--- src/rtl/cpu_pkg.sv ---
// cpu_pkg: fetch state encoding and default datapath widths shared across the CPU
package cpu_pkg;

    localparam int ADDR_W_DEF  = 8;
    localparam int DATA_W_DEF  = 16;
    localparam int TIMEOUT_DEF = 15;

    typedef enum logic [1:0] {
        IDLE = 2'd0,
        WAIT = 2'd1,
        LOAD = 2'd2
    } fetch_state_t;

endpackage

--- src/rtl/instr_fetch_unit_if.sv ---
// instr_fetch_unit_if: request/valid handshake between the fetch unit and instruction memory
interface instr_fetch_unit_if #(
    parameter int ADDR_W = cpu_pkg::ADDR_W_DEF,
    parameter int DATA_W = cpu_pkg::DATA_W_DEF
) ();

    logic [ADDR_W-1:0] mem_addr;
    logic              mem_req;
    logic [DATA_W-1:0] mem_data;
    logic              mem_valid;

    modport master (
        output mem_addr,
        output mem_req,
        input  mem_data,
        input  mem_valid
    );

    modport slave (
        input  mem_addr,
        input  mem_req,
        output mem_data,
        output mem_valid
    );

endinterface

--- src/rtl/instr_fetch_unit_pc_register.sv ---
// pc_register: program counter with load and increment ports, wrapping modulo 2^ADDR_W
module pc_register #(
    parameter int                ADDR_W   = cpu_pkg::ADDR_W_DEF,
    parameter logic [ADDR_W-1:0] RESET_PC = '0
) (
    input  logic              clk,
    input  logic              rst,
    input  logic              load,
    input  logic [ADDR_W-1:0] load_val,
    input  logic              inc,
    output logic [ADDR_W-1:0] pc
);

    // load wins over increment; increment wraps naturally at the register width
    always_ff @(posedge clk) begin
        if (rst)
            pc <= RESET_PC;
        else if (load)
            pc <= load_val;
        else if (inc)
            pc <= pc + 1'b1;
    end

endmodule

--- src/rtl/instr_fetch_unit.sv ---
// instr_fetch_unit: PC holder and memory handshake FSM producing one-cycle IR load strobes
module instr_fetch_unit
    import cpu_pkg::*;
#(
    parameter int                ADDR_W   = ADDR_W_DEF,
    parameter int                DATA_W   = DATA_W_DEF,
    parameter logic [ADDR_W-1:0] RESET_PC = '0,
    parameter int                TIMEOUT  = TIMEOUT_DEF
) (
    input  logic                clk,
    input  logic                rst,
    input  logic                start,
    input  logic                jump_en,
    input  logic [ADDR_W-1:0]   jump_addr,
    instr_fetch_unit_if.master  mem,
    output logic [DATA_W-1:0]   D,
    output logic                read,
    output logic [ADDR_W-1:0]   pc,
    output logic                busy,
    output logic                done,
    output logic                err
);

    localparam logic [7:0] CNT_LAST = 8'(TIMEOUT - 1);

    fetch_state_t      state, state_n;
    logic [7:0]        cnt, cnt_n;
    logic [ADDR_W-1:0] addr_q, addr_n;
    logic              req_q, req_n;
    logic [DATA_W-1:0] d_n;
    logic              read_n, done_n, err_n, busy_n;
    logic              pc_load, pc_inc;
    logic [ADDR_W-1:0] fetch_addr;

    assign mem.mem_addr = addr_q;
    assign mem.mem_req  = req_q;

    pc_register #(
        .ADDR_W   (ADDR_W),
        .RESET_PC (RESET_PC)
    ) u_pc (
        .clk      (clk),
        .rst      (rst),
        .load     (pc_load),
        .load_val (fetch_addr),
        .inc      (pc_inc),
        .pc       (pc)
    );

    // next state and next registered outputs; strobes default low so they last one cycle
    always_comb begin
        state_n    = state;
        cnt_n      = cnt;
        addr_n     = addr_q;
        req_n      = req_q;
        d_n        = D;
        read_n     = 1'b0;
        done_n     = 1'b0;
        err_n      = 1'b0;
        pc_load    = 1'b0;
        pc_inc     = 1'b0;
        fetch_addr = jump_en ? jump_addr : pc;
        case (state)
            IDLE: begin
                if (start) begin
                    addr_n  = fetch_addr;
                    pc_load = 1'b1;
                    req_n   = 1'b1;
                    cnt_n   = '0;
                    state_n = WAIT;
                end else if (jump_en) begin
                    pc_load = 1'b1;
                end
            end
            WAIT: begin
                if (mem.mem_valid) begin
                    d_n     = mem.mem_data;
                    read_n  = 1'b1;
                    done_n  = 1'b1;
                    req_n   = 1'b0;
                    pc_inc  = 1'b1;
                    state_n = LOAD;
                end else if (cnt == CNT_LAST) begin
                    req_n   = 1'b0;
                    err_n   = 1'b1;
                    state_n = IDLE;
                end else begin
                    cnt_n = cnt + 8'd1;
                end
            end
            LOAD: state_n = IDLE;
            default: state_n = IDLE;
        endcase
        busy_n = state_n != IDLE;
    end

    // state, counter and all registered outputs; reset abandons any in-flight fetch
    always_ff @(posedge clk) begin
        if (rst) begin
            state  <= IDLE;
            cnt    <= '0;
            addr_q <= '0;
            req_q  <= 1'b0;
            D      <= '0;
            read   <= 1'b0;
            done   <= 1'b0;
            err    <= 1'b0;
            busy   <= 1'b0;
        end else begin
            state  <= state_n;
            cnt    <= cnt_n;
            addr_q <= addr_n;
            req_q  <= req_n;
            D      <= d_n;
            read   <= read_n;
            done   <= done_n;
            err    <= err_n;
            busy   <= busy_n;
        end
    end

endmodule

--- src/flat_wrapper.sv ---
// flat-port wrapper written by rule: the top's interface ports become plain ports
module instr_fetch_unit_flat import cpu_pkg::*;
#(
    parameter int                ADDR_W   = ADDR_W_DEF,
    parameter int                DATA_W   = DATA_W_DEF,
    parameter logic [ADDR_W-1:0] RESET_PC = '0,
    parameter int                TIMEOUT  = TIMEOUT_DEF
)
  (clk, rst, start, jump_en, jump_addr, D, read, pc, busy, done, err, mem_mem_addr, mem_mem_req, mem_mem_data, mem_mem_valid);
  instr_fetch_unit_if #(.ADDR_W(ADDR_W), .DATA_W(DATA_W)) mem_i ();
  input  logic clk;
  input  logic rst;
  input  logic start;
  input  logic jump_en;
  input  logic [ADDR_W-1:0] jump_addr;
  output logic [DATA_W-1:0] D;
  output logic read;
  output logic [ADDR_W-1:0] pc;
  output logic busy;
  output logic done;
  output logic err;
  output wire logic [$bits(mem_i.mem_addr)-1:0] mem_mem_addr;
  output wire logic [$bits(mem_i.mem_req)-1:0] mem_mem_req;
  input wire logic [$bits(mem_i.mem_data)-1:0] mem_mem_data;
  input wire logic [$bits(mem_i.mem_valid)-1:0] mem_mem_valid;
  assign mem_mem_addr = mem_i.mem_addr;
  assign mem_mem_req = mem_i.mem_req;
  assign mem_i.mem_data = mem_mem_data;
  assign mem_i.mem_valid = mem_mem_valid;
  instr_fetch_unit #(.ADDR_W(ADDR_W), .DATA_W(DATA_W), .RESET_PC(RESET_PC), .TIMEOUT(TIMEOUT)) u_core (.clk(clk), .rst(rst), .start(start), .jump_en(jump_en), .jump_addr(jump_addr), .mem(mem_i), .D(D), .read(read), .pc(pc), .busy(busy), .done(done), .err(err));
endmodule
--- config.mk ---
export PLATFORM = sky130hd
export DESIGN_NAME = instr_fetch_unit_flat
export DESIGN_NICKNAME = d
export VERILOG_FILES = /design/src/rtl/cpu_pkg.sv /design/src/rtl/instr_fetch_unit_if.sv /design/src/rtl/instr_fetch_unit_pc_register.sv /design/src/rtl/instr_fetch_unit.sv /design/src/flat_wrapper.sv
export SDC_FILE = /design/constraint.sdc
export NUM_CORES = 1
export LEC_CHECK = 0
export ABC_AREA = 1
export ABC_CLOCK_PERIOD_IN_PS = 1600
export CAP_MARGIN = 0
export CORE_ASPECT_RATIO = 1.2
export CORE_MARGIN = 2
export CORE_UTILIZATION = 35
export DETAILED_ROUTE_END_ITERATION = 16
export PLACE_DENSITY = 0.69
export SYNTH_ARGS = -nofsm -noshare
export SYNTH_HDL_FRONTEND = slang
export SYNTH_HIERARCHICAL = 1
export SYNTH_SLANG_ARGS = --single-unit
--- constraint.sdc ---
create_clock -name clk -period 1.6 [get_ports clk]
set_input_delay 0.24 -clock clk [delete_from_list [all_inputs] [get_ports clk]]
set_output_delay 0.24 -clock clk [all_outputs]
set_load 0.1 [all_outputs]
Word level (Yosys, flattened, before mapping)
Cells that the tools add are included.

storage, ports and cells
  bits of input ports = 29
  register bits after elaboration = 46
  output and inout port bits = 37

operators by class
  equality and inequality tests = 6
  reduce and logical (&&, ||, !) cells = 9
  bitwise operators = 1
  $add $sub $neg = 2
  muxes and demuxes = 21

operators by type and width
  cell                                                                    count
  8-bit two-way mux                                                       6
  8-bit by 1-bit adder with 8-bit output (second input constant)          2
  8-bit case mux with 2 select lines                                      1
  1-bit two-way mux                                                       9
  8-bit by 4-bit equality test with 1-bit output (second input constant)  1
  2-bit two-way mux                                                       3
  2-bit != test (second input constant)                                   3
  2-bit nonzero test                                                      3
  2-bit case mux with 2 select lines                                      1
  2-bit AND reduction                                                     2
  4-bit AND reduction                                                     1
  3-bit by 2-bit != test with 1-bit output (second input constant)        1
  3-bit AND reduction                                                     1
  3-bit OR reduction                                                      1
  2-bit by 1-bit equality test with 1-bit output (second input constant)  1
  2-bit zero test                                                         1
  1-bit case mux with 2 select lines                                      1
  1-bit NOT                                                               1

Logic depth before layout (Yosys ltp)
Gate-level depths: netlist of the first run.

  depth after elaboration = 5
  gate-level depth with buffers = 12
  mapped depth without buffers = 10

Modules after synthesis
Netlist of the first run, hierarchy kept.

by module, submodules not included
  module            area each (sq um)  times used  cells an instance
  instr_fetch_unit  1657.8             1           239
  pc_register       489.2              1           70

Least setup slack after synthesis of the first run
No wires, ideal clock.

  path type = reg-to-reg
  start = reg u_core.u_pc.pc[0]
  end = reg u_core.u_pc.pc[6]
  setup time = 123 ps
  data arrival time = 1788 ps
  path buffers = 0
  setup slack = -311 ps
  cell stages (with the launch flop) = 7
  cells stage by stage = dfxtp_1 ha_1 nand3_1 nor2_1 nand2_1 nand3_1 a21oi_1

between the ends
  cells in the longest elaborated chain, start to end = 3

RTL lines
  what                                    line                                text
  start: declaration                      instr_fetch_unit_pc_register.sv:11  output logic [ADDR_W-1:0] pc
  start signal: assignment                instr_fetch_unit_pc_register.sv:19  pc <= load_val;
  start signal: assignment                instr_fetch_unit_pc_register.sv:21  pc <= pc + 1'b1;
  8-bit by 1-bit adder with 8-bit output  instr_fetch_unit_pc_register.sv:21
  8-bit two-way mux                       instr_fetch_unit_pc_register.sv:20  else if (inc)
  8-bit two-way mux                       instr_fetch_unit_pc_register.sv:18  else if (load)

No other way between the ends. The select of a mux whose other input is x is not followed.
A chain may end at the register's enable or synchronous reset.

Worst setup path in the final report of the first run
  start = reg u_core.cnt[0]
  end = reg u_core.cnt[6]

between the ends
  cells in the longest elaborated chain, start to end = 4
  elaborated cells on any way between the ends = 7
  classes of those cells = add/sub (1); eq/ne (2); mux (3); reduce/logical (1)

RTL lines
  what                                    line                     text
  start: declaration                      instr_fetch_unit.sv:27   logic [7:0] cnt, cnt_n;
  start signal: assignment                instr_fetch_unit.sv:111  cnt <= cnt_n;
  8-bit by 1-bit adder with 8-bit output  instr_fetch_unit.sv:88   cnt_n = cnt + 8'd1;
  8-bit two-way mux                       instr_fetch_unit.sv:83   end else if (cnt == CNT_LAST) begin
  8-bit two-way mux                       instr_fetch_unit.sv:76   if (mem.mem_valid) begin
  8-bit case mux with 2 select lines      instr_fetch_unit.sv:63   case (state)

Parallel ways exist; a longest one is shown, timed or not. The select of a mux whose other input is x is not followed.

==> results_dict.tcl, run 1 <==
set metrics [dict create \
    cts.path.max_buffers 2 \
    irDropWorstVdd_mv 0.4461 \
    ys_seq_area_share_pct 42.89 \
    multi_input_area_um2 1052 \
    initial_core_util_pct 35.94 \
    num_rows 31 \
    fin_crit_ps 1431 \
    rsz0062_at_grt "false" \
    cp-start-kind "register" \
    cp_cell_sequence "inv_1, ha_1, nand2_1, nor2_1, nand3_1, nand2_2, o21ai_0, nor2_1" \
    detail-route-antenna-nets 0 \
    arrival_ps 1620 \
    worst_path_most_repeated_cell "nor2_1" \
    min_period_over_period_pct 89.42 \
    nets 418 \
    synth_edf_count 0 \
    wirelength_mm 5.682 \
    grt_pass1_wl_mm 9.811 \
    cts_setup_buffers 0 \
    cts_buffers 5 \
    dr.pass1.iters 4 \
    ios 66 \
    cts_tree "yes" \
    crit_required_ps 1790 \
    synth_area_per_cell_um2 6.948 \
    p_per_area_nw_per_um2 953.4 \
    wl_per_cell_um 12.12 \
    coreArea_um2 5973 \
    drive_gt1_share_pct 22.48 \
    fillers 538 \
    syn-cell-area_um2 2147 \
    seqPwrFrac_pct 39.0 \
    yosys_warnings 6 \
    fin_skew_ps 7.286 \
    endpoint_kind "register" \
    status "finished clean" \
    p_int_mw 2.248 \
    via_count 2213 \
    slew_violations 0 \
    clock_sinks 46 \
    synth_seq_cells 46 \
    p_comb_share_pct 29.4 \
    power_switching_mw 1.080 \
    worst-path-buf-inv 1 \
    syn_nets 341 \
    clockRootBuffer "clkbuf_8" \
    grt_max_degree 21 \
    portBuffers 65 \
    synth_top_area_share_pct 42.89 \
    synth_most_common_cell "nand2_1" \
    vias_per_cell 4.719 \
    areaGrowthSynthToFinish_pct 62.59 \
    cp_top_family "simple AND/OR/NAND/NOR gates" \
    gp_congestion 0.8097 \
    worst_pin_slew_ps 321.5 \
    hold_class "primary input to register" \
    relSlewSlack_pct 78.37 \
    syn_inst 309 \
    clk_latency_ps 300 \
    synth_top_area_cell "dfxtp_1" \
    cellLeakagePower_nw 1.431 \
    drc 0 \
    async_flop_share_pct 0 \
    h-tree-depth 2 \
    seqCellArea_um2 930.9 \
    utilization_pct 58.44 \
    dpl.hpwl_mm 4.257 \
    p_sw_share_pct 32.45 \
    clkTransAtPathRegs_ps 90 \
    synth_ff_type "dfxtp_1" \
    dieArea_um2 6780 \
    crit_path_max_fanout 8 \
    finalSetupTns_ps 0 \
    worstSetupPathType "register to register" \
    synth_commonest_cells "nand2_1 (100), dfxtp_1 (46), a21oi_1 (35)" \
    first_global_vias 2114 \
    drtIter0Drc 136 \
    ctsHoldBuffers 0 \
    hold_viol 0 \
    synthTopCellsByArea "dfxtp_1 (43%), nand2_1 (17%), a21oi_1 (8.2%)" \
    critPathSlowestCell "dfxtp_2" \
    pwr-share-clk_pct 31.6 \
    synth_cell_types 28 \
    finalSetupViolCount 0 \
    grt_use_total_pct 18.22 \
    overflow 0 \
    max_freq_mhz 699.0 \
    num_antenna_cells 0 \
    drv_cap 0 \
    die_width_um 75.50 \
    die_h_um 89.80 \
    critical-path-max-stage-delay_ps 380 \
    antenna_found_initial 0 \
]
-- power groups by stage --
| stage | sequential (mW) | combinational [mW] | clock, mW |
|---|---|---|---|
| floorplan | 1.67 | 0.223 | 0 |
| global placement | 1.32 | 0.970 | 0 |
| detailed placement | 1.32 | 0.977 | 0 |
| finish | 1.30 | 0.977 | 1.05 |
| global route | 1.31 | 1.03 | 1.12 |
| CTS | 1.30 | 0.980 | 1.07 |
-- final timing paths --
check                                   from                    endpoint  slack (ps)  depth (start not counted)
setup / recovery  u_core/cnt[0]$_SDFFE_PP0P_  u_core/cnt[6]$_SDFFE_PP0P_         170                          8
hold / removal               mem_mem_data[9]    u_core/D[9]$_SDFFE_PP0P_         490                          3
setup reg to reg  u_core/cnt[0]$_SDFFE_PP0P_  u_core/cnt[6]$_SDFFE_PP0P_         170                          8
hold reg to reg   u_core/cnt[0]$_SDFFE_PP0P_  u_core/cnt[0]$_SDFFE_PP0P_         500                          2
-- cell families after synthesis --
kind of cell,count (synthesis),share of synthesized area [%]
AOI/OAI and AO/OA,57,14.45
xor gates and xnor gates,1,0.4080
adders and majority gates,3,1.748
buffers and inverters,38,8.100
DFF,46,42.89
and+or+nand+nor,164,32.40
-- sequential cells by signal, indices dropped and copies added, names as in the netlist --
| name | count |
|---|---|
| u_core/D | 16 |
| u_core/cnt | 8 |
| u_core/mem.mem_addr | 8 |
| u_core/u_pc/pc | 8 |
| u_core/state | 2 |
| u_core/busy | 1 |
| u_core/done | 1 |
| u_core/err | 1 |
| u_core/mem.mem_req | 1 |
-- metal layers --
metal	wire length (um)	part of all wire, %	track usage (%)
met1	2298	40	23.03
met2	3015	53	29.78
met3	255	4.5	3.924
met4	112	2.0	6.579
met5	0	0	0
-- worst reg2reg max path, stage by stage, from the launching register on --
cell     delay [ps]
dfxtp_2         380
inv_1            60
ha_1            190
nand2_1          60
nor2_1           50
nand3_1         170
nand2_2         150
o21ai_0         220
nor2_1           60
-- per-stage QoR --
stage | power (mW) | worst slack (ps) | instance area [um^2] | hold WS (ps) | std cells
2_1_floorplan | 1.892 | 3.773 | 2156 | 301.7 | 309
3_3_place_gp | 2.292 | 56.78 | 3347 | 487.1 | 461
3_5_place_dp | 2.301 | 28.80 | 3347 | 493.4 | 461
4_1_cts | 3.351 | 128.2 | 3490 | 477.2 | 469
5_1_grt | 3.450 | 25.28 | 3491 | 492.6 | 469
6_report | 3.328 | 169.3 | 3491 | 487.3 | 469
-- placed cells by master (no fill, tap or decap) --
master | synthesis | final
o211ai_1 | 1 | 1
ha_1 | 3 | 3
o21ai_2 | 1 | 1
a21oi_2 | 1 | 1
nand2_1 | 100 | 100
o21bai_1 | 2 | 2
nor2_1 | 30 | 30
clkbuf_8 | 0 | 6
nor3_1 | 1 | 1
nand2_2 | 5 | 5
inv_1 | 22 | 22
dfxtp_2 | 0 | 8
nand3_1 | 16 | 16
nor4_1 | 1 | 1
nand3_2 | 3 | 3
bufinv_16 | 0 | 2
nor2_4 | 1 | 1
clkdlybuf4s50_1 | 0 | 28
o21ai_0 | 12 | 12
clkinv_1 | 1 | 1
o21ai_1 | 1 | 1
inv_2 | 2 | 2
nor2_2 | 3 | 3
a22oi_1 | 4 | 4
nand4_1 | 4 | 4
a21oi_1 | 35 | 35
dfxtp_1 | 46 | 38
buf_12 | 0 | 38
xor2_1 | 1 | 1
buf_4 | 1 | 17
-- cell type report --
| class | instances | area share [%] |
|---|---|---|
| timing repair buffer | 83 | 33.48 |
| multi-input combinational | 225 | 30.14 |
| inverter | 25 | 2.688 |
| tap | 82 | 2.939 |
| clock buffer | 6 | 2.366 |
| sequential | 46 | 26.67 |
| clock inverter | 2 | 1.720 |
-- timing repair --
item	in CTS	in global routing
endpoints found under the hold margin	0	0
gates resized for setup	0	1
endpoints found under the setup margin	0	2
(Power assumes the default switching activity.)
==> inputs of run 2 (changes only) <==
Settings changed: CORE_MARGIN 2 to default, PLACE_DENSITY 0.69 to 0.74.
==> results_dict.tcl, run 2 (same netlist as run 1, synthesis figures left out) <==
set metrics [dict create \
    cts_buffers 5 \
    ios 66 \
    nets 416 \
    hold_class "primary input to register" \
    slew_violations 0 \
    areaGrowthSynthToFinish_pct 58.51 \
    topRoutingLayerUsed "met4" \
    cts_setup_buffers 0 \
    dpl.hpwl_mm 4.244 \
    p_per_area_nw_per_um2 874.5 \
    initial_core_util_pct 37.14 \
    rr_startpoint "u_core/state[1]$_SDFF_PP0_" \
    detail-route-antenna-nets 0 \
    largest_register_ffs 16 \
    fillers 533 \
    cts_resized 0 \
    arrival_ps 1660 \
    final_common_cell "nand2_1" \
    startpoint "u_core/state[1]$_SDFF_PP0_" \
    die_width_um 73.50 \
    met3_length_um 174 \
    finalSetupTns_ps 0 \
    clk_latency_ps 290 \
    drv_cap 0 \
    detailed_place.area_um2 3317 \
    place_ws_ps 29.57 \
    regMostFlops "u_core/D" \
    gp_congestion 0.8322 \
    final_area_um2 3403 \
    h-tree-depth 2 \
    grt_use_total_pct 18.58 \
    antenna_found_initial 0 \
    hold_viol 0 \
    worst_pin_slew_ps 281.2 \
    dieArea_um2 6453 \
    worstSetupPathType "register to register" \
    dr.pass1.iters 4 \
    min_period_over_period_pct 89.54 \
    placed_cells 457 \
    wl_met2_mm 2.957 \
    crit_path_max_fanout 6 \
    rsz0062_at_grt "false" \
    portBuffers 65 \
    p_total_mw 2.976 \
    wl_per_cell_um 11.98 \
    rrSetupSlack_ps 170 \
    overflow 0 \
    wirelength_mm 5.570 \
    ctsHoldBuffers 0 \
    grt_max_degree 21 \
    drive_gt1_share_pct 21.56 \
    grt_pass1_wl_mm 9.232 \
    layout_common_cells "nand2_1 (100), dfxtp_1 (39), buf_12 (37), a21oi_1 (35), nor2_1 (30)" \
    finalSetupViolCount 0 \
    relSlewSlack_pct 81.08 \
    met1_length_mm 2.370 \
    crit_required_ps 1820 \
    cp-start-kind "register" \
    num_rows 30 \
    cts.path.max_buffers 2 \
    irDropWorstVdd_mv 0.5563 \
    layout.cells.non_filler 465 \
    clkTransAtPathRegs_ps 80 \
    num_antenna_cells 0 \
    clock_sinks 46 \
    drc 0 \
    max_freq_mhz 698.0 \
    cts_tree "yes" \
    coreArea_um2 5781 \
    status "finished clean" \
    cellLeakagePower_nw 1.389 \
    die_h_um 87.80 \
    min_from "mem_mem_data[2]" \
    clockRootBuffer "clkbuf_8" \
    first_global_vias 2109 \
    drtIter0Drc 149 \
    fin_skew_ps 3.086 \
    vias_per_cell 4.744 \
    fin_ws_ps 167.3 \
    endpoint_kind "register" \
    via_count 2206 \
    fin_crit_ps 1433 \
]
-- run 2: report_power, final --
part / total, mW / internal (mW) / switching [mW]
clock: 0.704 / 0.309 / 0.396
sequential: 1.30 / 1.21 / 0.0897
combinational: 0.973 / 0.370 / 0.603
total: 2.98 / 1.89 / 1.09
-- run 2: final timing paths --
check                                                       to  cells after the start
worst max-delay path            u_core/u_pc/pc[3]$_SDFFE_PP0P_                      6
worst min-delay path                  u_core/D[2]$_SDFFE_PP0P_                      3
worst max register to register  u_core/u_pc/pc[3]$_SDFFE_PP0P_                      6
worst min register to register      u_core/cnt[4]$_SDFFE_PP0P_                      2
-- run 2: per-stage QoR --
step	hold WS [ps]	utilization [%]
2_1_floorplan	301.7	-
3_3_place_gp	472.9	57.38
3_5_place_dp	484.4	57.38
4_1_cts	484.1	58.87
5_1_grt	496.7	58.87
6_report	489.4	58.87
-- run 2: area by class of cell --
class                   instances  area, um^2  area share (%)
well taps                      80       100.1           2.941
multi-input cells             225        1052           30.92
clock buffers                   6       72.57           2.132
flip-flops and latches         46       929.6           27.32
clock inverters                 2       13.76          0.4044
inverters                      25       93.84           2.757
repair buffers                 81        1141           33.53
-- run 2: worst max-delay path, cell delays in order (launching register included) --
cell,delay (ps)
dfxtp_1,410
inv_1,90
nand3_1,100
clkinv_1,190
nor2_2,270
a22oi_1,140
a21oi_1,170
-- run 2: routing by layer --
metal	vias to the layer above	track usage, %
met5	-	0
met4	0	7.867
met3	4	3.222
met2	56	32.53
met1	1008	22.20
li1	1138	-
